**src/rtl/mealy_pattern_detector.sv**
```systemverilog
// Programmable Mealy serial-pattern detector: flags the bit that completes the
// programmed pattern in the same cycle, with overlap control and a saturating match count.
//
// state | meaning
// DIS   | len_q == 0, detector disabled, dec held low
// FILL  | fill_q < len_q-1, collecting bits before a match is possible
// ARMED | fill_q == len_q-1, the current bit can complete a match
module mealy_pattern_detector #(
  parameter int MAX_LEN = 8,
  parameter int LEN_W   = 4,
  parameter int CNT_W   = 8
) (
  input  logic               clk,
  input  logic               rst_n,
  input  logic               cfg_we,
  input  logic [MAX_LEN-1:0] cfg_pattern,
  input  logic [LEN_W-1:0]   cfg_len,
  input  logic               cfg_overlap,
  input  logic               in_valid,
  input  logic               in,
  input  logic               cnt_clr,
  output logic               dec,
  output logic [CNT_W-1:0]   match_cnt
);

  typedef enum logic [1:0] {ST_DIS, ST_FILL, ST_ARMED} state_t;

  localparam logic [MAX_LEN-1:0] ONE = {{(MAX_LEN-1){1'b0}}, 1'b1};

  logic [MAX_LEN-1:0] pat_q, pat_d;
  logic [LEN_W-1:0]   len_q, len_d;
  logic               ovl_q, ovl_d;
  logic [MAX_LEN-2:0] hist_q, hist_d;
  logic [LEN_W-1:0]   fill_q, fill_d;
  logic [CNT_W-1:0]   cnt_q, cnt_d;

  state_t             state;
  logic [MAX_LEN-1:0] window;
  logic [MAX_LEN-1:0] mask;
  logic               hit;
  logic               accept;

  // State register
  always_ff @(posedge clk or negedge rst_n) begin
    if (!rst_n) begin
      pat_q  <= '0;
      len_q  <= '0;
      ovl_q  <= 1'b1;
      hist_q <= '0;
      fill_q <= '0;
      cnt_q  <= '0;
    end else begin
      pat_q  <= pat_d;
      len_q  <= len_d;
      ovl_q  <= ovl_d;
      hist_q <= hist_d;
      fill_q <= fill_d;
      cnt_q  <= cnt_d;
    end
  end

  always_comb begin
    state = ST_FILL;
    if (len_q == '0)
      state = ST_DIS;
    else if (fill_q == len_q - LEN_W'(1))
      state = ST_ARMED;
  end

  // Next-state logic
  always_comb begin
    pat_d  = pat_q;
    len_d  = len_q;
    ovl_d  = ovl_q;
    hist_d = hist_q;
    fill_d = fill_q;
    accept = in_valid & ~cfg_we;

    if (cfg_we) begin
      pat_d  = cfg_pattern;
      len_d  = (cfg_len > LEN_W'(MAX_LEN)) ? LEN_W'(MAX_LEN) : cfg_len;
      ovl_d  = cfg_overlap;
      hist_d = '0;
      fill_d = '0;
    end else if (accept) begin
      hist_d = window[MAX_LEN-2:0];
      unique case (state)
        ST_DIS:   fill_d = '0;
        ST_FILL:  fill_d = fill_q + LEN_W'(1);
        ST_ARMED: if (dec && !ovl_q) fill_d = '0;
        default:  fill_d = '0;
      endcase
    end

    cnt_d = cnt_q;
    if (cnt_clr)
      cnt_d = '0;
    else if (dec && (cnt_q != '1))
      cnt_d = cnt_q + CNT_W'(1);
  end

  // Output logic: newest history bit sits just above the live input bit
  always_comb begin
    window = {hist_q, in};
    mask   = (ONE << len_q) - ONE;
    hit    = ((window ^ pat_q) & mask) == '0;
    dec    = accept & (state == ST_ARMED) & hit;
  end

  assign match_cnt = cnt_q;

endmodule

```
**config.mk**
```make
export PLATFORM = sky130hd
export DESIGN_NAME = mealy_pattern_detector
export DESIGN_NICKNAME = d
export VERILOG_FILES = /design/src/rtl/mealy_pattern_detector.sv
export SDC_FILE = /design/constraint.sdc
export NUM_CORES = 1
export LEC_CHECK = 0
export CORE_ASPECT_RATIO = 1.75
export CORE_MARGIN = 2
export CORE_UTILIZATION = 49
export DETAILED_ROUTE_END_ITERATION = 12
export HOLD_SLACK_MARGIN = 0.03
export PLACE_DENSITY = 0.76
export SYNTH_ARGS = -nofsm -noshare
export SYNTH_HDL_FRONTEND = slang
export SYNTH_SLANG_ARGS = --single-unit
```
**constraint.sdc**
```tcl
create_clock -name clk -period 2.78 [get_ports clk]
set_input_delay 0.278 -clock clk [delete_from_list [all_inputs] [get_ports clk]]
set_output_delay 0.278 -clock clk [all_outputs]
set_load 0.02 [all_outputs]
```
Word level (Yosys, flattened, before mapping)
Cells that the tools add are included.
{"block": "word_totals", "wordCells": 42, "mem_bits_rw": 0, "output_inout_bits": 9, "reg_bits": 32, "mem_bits_ro": 0, "mem_count": 0, "latchBits": 0}
{"block": "op_classes", "addsub": 4, "div": 0, "mul": 0, "reduce_logical": 8, "n_bitwise": 6, "n_eq_ne": 5, "mux": 11, "n_shift": 1, "n_lt_le_gt_ge": 1}
{"op": "$mux W4", "n": 4}
{"op": "$mux W8", "n": 2}
{"op": "$mux W7", "n": 2}
{"op": "$add A8 B1 Y8 const B", "n": 1}
{"op": "$and A8 B8 Y8", "n": 1}
{"op": "$logic_not A8 Y1", "n": 1}
{"op": "$ne A8 B8 Y1 const B", "n": 1}
{"op": "$pmux W4 S2", "n": 1}
{"op": "$shl A1 B4 Y8 const A", "n": 1}
{"op": "$sub A8 B1 Y8 const B", "n": 1}
{"op": "$xor A8 B8 Y8", "n": 1}
{"op": "$add A4 B1 Y4 const B", "n": 1}
{"op": "$eq A4 B4 Y1", "n": 1}
{"op": "$gt A4 B4 Y1 const B", "n": 1}
{"op": "$logic_not A4 Y1", "n": 1}
{"op": "$mux W2", "n": 2}
{"op": "$reduce_bool A2 Y1", "n": 2}
{"op": "$sub A4 B1 Y4 const B", "n": 1}
{"op": "$and A1 B1 Y1", "n": 3}
{"op": "$ne A3 B3 Y1 const B", "n": 1}
{"op": "$eq A2 B1 Y1 const B", "n": 1}
{"op": "$eq A2 B2 Y1 const B", "n": 1}
{"op": "$logic_and A1 B1 Y1", "n": 2}
{"op": "$reduce_and A2 Y1", "n": 1}
{"op": "2 further kinds", "n": 2}

Depth between registers and ports, before layout
{"block": "logic_depth", "word_depth": 12, "mapped_depth": 13, "ltp_nobuf": 10}

Worst setup path after synthesis
No wires, ideal clock.
{"block": "synth_timing", "path_kind": "register to output", "from": "reg len_q[0]", "to": "out dec", "required_ps": 2502, "path_slack_ps": 62, "stages_incl_launch_ff": 13, "t_arrival_ps": 2440, "cell_sequence": "dfrtp_1 -> inv_1 -> ha_1 -> buf_2 -> nand2_1 -> ha_1 -> buf_2 -> or4b_2 -> a41oi_1 -> a31oi_1 -> nand4_2 -> buf_4 -> nor2_1"}
{"block": "synth_via", "elab_chain_cells": 7, "word_cells_on_any_way": 12, "classes_between": "add/sub: 2; eq/ne: 2; shift: 1; mux: 2; bitwise: 3; reduce/logical: 2"}
{"element": "start, declared", "line": "31", "text": "logic [LEN_W-1:0] len_q, len_d;"}
{"element": "start signal, assigned", "line": "54", "text": "len_q <= len_d;"}
{"element": "$sub A4 B1 Y4", "line": "66", "text": "else if (fill_q == len_q - LEN_W'(1))"}
{"element": "$eq A4 B4 Y1", "line": "66"}
{"element": "$mux W2", "line": "66"}
{"element": "$mux W2", "line": "64", "text": "if (len_q == '0)"}
{"element": "$eq A2 B2 Y1", "line": "107", "text": "dec = accept & (state == ST_ARMED) & hit;"}
{"element": "$and A1 B1 Y1", "line": "107"}
{"element": "$and A1 B1 Y1 *", "line": "107"}
{"element": "end, declared", "line": "22", "text": "output logic dec,"}
Mark *: on every way between the ends. The rest lies on a longest branch, timed or not.

Worst setup path after layout
Same ends and word-level chain as after synthesis.

==> results.sh <==
export IMPL_status="complete, no violations"
export IMPL_place_hpwl_mm=3.21
export IMPL_finalHoldViolations=0
export IMPL_layout_nets=262
export IMPL_syn_num_nets=223
export IMPL_max_cap_viol_count=0
export IMPL_p_switching_w=0.000350
export IMPL_core_sq_mm=0.00387
export IMPL_cts_tree="yes"
export IMPL_die_x_um=51.8
export IMPL_num_vias=1593
export IMPL_ant_nets=0
export IMPL_end_kind="output port"
export IMPL_rsz0062_at_grt="false"
export IMPL_placementRows=30
export IMPL_synth_warning_count=0
export IMPL_min_path_type="in2async"
export IMPL_worstPathArrival_ns=2.34
export IMPL_post_cts_buffers=0
export IMPL_power_leakage_nw=1.02
export IMPL_grt_max_degree=33
export IMPL_syn_area_sq_mm=0.00196
export IMPL_post_drt_wl_per_cell_um=15.3
export IMPL_syn_area_per_cell_sq_um=9.99
export IMPL_p_clk_frac=0.310
export IMPL_overflow=0
export IMPL_ys_seq_area_frac=0.410
export IMPL_cts_hold_buf=0
export IMPL_final_layout_size_suffix_gt1_frac=0.196
export IMPL_fin_tns_setup_ns=0
export IMPL_clock_root_buffer="clkbuf_8"
export IMPL_wl_mm=4.32
export IMPL_cts_buffers_inserted=5
export IMPL_area_sequential_sq_um=802
export IMPL_grt_pass1_wl_mm=7.14
export IMPL_multi_input_area_sq_mm=0.00108
export IMPL_synth_edf_count=0
export IMPL_antenna_found_initial=0
export IMPL_die_h_um=87.6
export IMPL_initial_utilization=0.506
export IMPL_area_growth_pct=25.6
export IMPL_async_flop_share=1.00
export IMPL_worst_slew_margin_rel=0.724
export IMPL_min_period_ns=2.62
export IMPL_clk_pin_slew_ns=0.06
export IMPL_ys_flop_type="dfrtp_1"
export IMPL_finalSetupViolations=0
export IMPL_cp_start_kind="register"
export IMPL_ir_drop_v=0.000345
export IMPL_port_buffers=27
export IMPL_sequentialPowerShare=0.442
export IMPL_worstMarginPinSlew_ns=0.413
export IMPL_critical_path_max_fanout=7
export IMPL_combPwrFrac=0.247
export IMPL_netlist_instances=196
export IMPL_swShare=0.285
export IMPL_stdcell_count=283
export IMPL_finClkSkew_ns=0.00488
export IMPL_crit_type="reg2out"
export IMPL_dpl_cell_area_sq_mm=0.00235
export IMPL_fin_area_sq_mm=0.00246
export IMPL_required_ns=2.50
export IMPL_diodes=0
export IMPL_htree_num_levels=2
export IMPL_drc=0
export IMPL_num_fill_cells=316
export IMPL_clk_latency_ns=0.28
export IMPL_p_per_area_mw_per_mm2=499
export IMPL_yosysUniqueCellTypes=51
export IMPL_grt_usage=0.212
export IMPL_min_period_over_period=0.942
export IMPL_firstDrtPassIters=4
export IMPL_die_area_sq_mm=0.00454
export IMPL_drtIter0Drc=32
export IMPL_clock_sinks=32
export IMPL_grt_pass1_vias=1555
export IMPL_p_int_w=0.000879
export IMPL_cts_max_path_buffers=2
export IMPL_finalMaxSlewViolations=0
export IMPL_vias_per_cell=5.63
export IMPL_synth_seq_cells=32
export IMPL_max_freq_mhz=382
export IMPL_dp_cells=276
export IMPL_place_congestion=0.881
export IMPL_io_pins=28
-- cell usage in the layout (no fill, tap or decap), drive strengths merged, types with 2 or more instances in the layout --
| cell | n |
|---|---|
| nand2 | 10 |
| o22ai | 3 |
| mux2i | 7 |
| buf | 17 |
| nand4 | 3 |
| o21ai | 7 |
| clkdlybuf4s50 | 26 |
| xnor2 | 10 |
| nor3 | 3 |
| o21a | 2 |
| nand3 | 7 |
| nor3b | 2 |
| clkbuf | 8 |
| dfrtp | 31 |
| or3 | 2 |
| o21bai | 2 |
| a21oi | 12 |
| a22oi | 2 |
| o31ai | 7 |
| or4 | 7 |
| nand2b | 2 |
| inv | 8 |
| nor2 | 11 |
| and3 | 2 |
| mux2 | 10 |
| xor2 | 5 |
| ha | 8 |
| a31oi | 4 |
-- path summary, 6_finish.rpt --
path	from	end	slack, ns	cells past startpoint
worst max-delay path	len_q[0]	dec	0.16	10
worst min-delay path	rst_n	hist_q[4]	0.39	2
worst max register to register	len_q[0]	match_cnt[7]	0.21	12
worst min register to register	pat_q[6]	pat_q[6]	0.54	1
max in group asynchronous	rst_n	ovl_q	2.05	2
min in group clk	pat_q[6]	pat_q[6]	0.54	1
-- layout make-up --
type | count | share of cell area
Multi-Input combinational cell | 144 | 0.438
Sequential cell | 32 | 0.326
Timing Repair Buffer | 44 | 0.160
Clock buffer | 7 | 0.0392
Tap cell | 48 | 0.0244
Inverter | 8 | 0.0122
-- layer usage --
| metal | vias up | global-route usage | routed length, um |
|---|---|---|---|
| li1 | 791 | - | - |
| met1 | 756 | 0.231 | 1750 |
| met2 | 35 | 0.386 | 2300 |
| met3 | 11 | 0.0324 | 135 |
| met4 | 0 | 0.110 | 129 |
| met5 | - | 0 | 0 |
-- power by group through the flow --
| stage | combinational, W | sequential, W | clock (W) |
|---|---|---|---|
| global placement | 0.000293 | 0.000548 | 0 |
| finish | 0.000304 | 0.000543 | 0.000381 |
| floorplan | 0.000197 | 0.000542 | 0 |
| global route | 0.000336 | 0.000547 | 0.000413 |
| CTS | 0.000305 | 0.000542 | 0.000394 |
| detailed placement | 0.000296 | 0.000550 | 0 |
-- registers in the layout, indices dropped and copies added (netlist names) --
signal     flops
pat_q          8
hist_q         7
ovl_q          1
len_q          4
match_cnt      8
fill_q         4
-- per-stage QoR --
step / hold slack [ns] / utilization / power, W / setup slack (ns)
after floorplan: -0.0176 / - / 0.000739 / 0.0620
after global placement: 0.518 / 0.609 / 0.000840 / 0.0124
after detailed placement: 0.528 / 0.609 / 0.000847 / -0.0312
after CTS: 0.401 / 0.638 / 0.00124 / 0.0115
after global routing: 0.418 / 0.636 / 0.00130 / 0.0333
final: 0.389 / 0.636 / 0.00123 / 0.161
-- worst max-delay path, cell delays in order (launching register included) --
cell	delay (ns)
dfrtp_1	0.37
inv_1	0.07
ha_1	0.22
nand2_2	0.10
ha_4	0.17
or4b_2	0.58
a41oi_1	0.17
a31oi_1	0.07
nand4_2	0.13
nor2_1	0.05
clkbuf_2	0.15
-- timing repair --
item | CTS | global route
pin swaps | 1 | 0
gates resized for setup | 5 | 1
hold endpoints to repair | 0 | 0
endpoints found under the setup margin | 1 | 1
-- synthesized netlist by cell type (2+ instances only) --
cell | number | area share
o21ai_1 | 2 | 0.0051
a21oi_1 | 12 | 0.031
nor3_1 | 2 | 0.0051
or3_1 | 2 | 0.0064
o21a_1 | 2 | 0.0077
or4_1 | 7 | 0.027
inv_1 | 8 | 0.015
mux2i_1 | 7 | 0.036
a22oi_1 | 2 | 0.0077
nand3_1 | 7 | 0.018
dfrtp_1 | 31 | 0.40
a31oi_1 | 4 | 0.013
buf_1 | 3 | 0.0058
buf_2 | 5 | 0.013
nand2b_1 | 2 | 0.0064
xnor2_1 | 10 | 0.045
o21ai_0 | 5 | 0.013
nand2_1 | 10 | 0.019
ha_1 | 8 | 0.051
nor3b_1 | 2 | 0.0077
and3_1 | 2 | 0.0064
nor2_1 | 10 | 0.019
clkbuf_1 | 2 | 0.0038
o31ai_1 | 7 | 0.027
o21bai_1 | 2 | 0.0077
o22ai_1 | 3 | 0.0096
nand4_1 | 2 | 0.0064
xor2_1 | 5 | 0.022
mux2_2 | 10 | 0.058
-- kinds of logic after synthesis --
family | count (synthesis) | synth area share
compound gates | 45 | 0.151
fa+ha+maj | 8 | 0.0511
flops | 32 | 0.410
mux | 17 | 0.0933
simple gates | 59 | 0.181
buf+inv | 20 | 0.0473
xor+xnor | 15 | 0.0671
(Power assumes the default switching activity.)
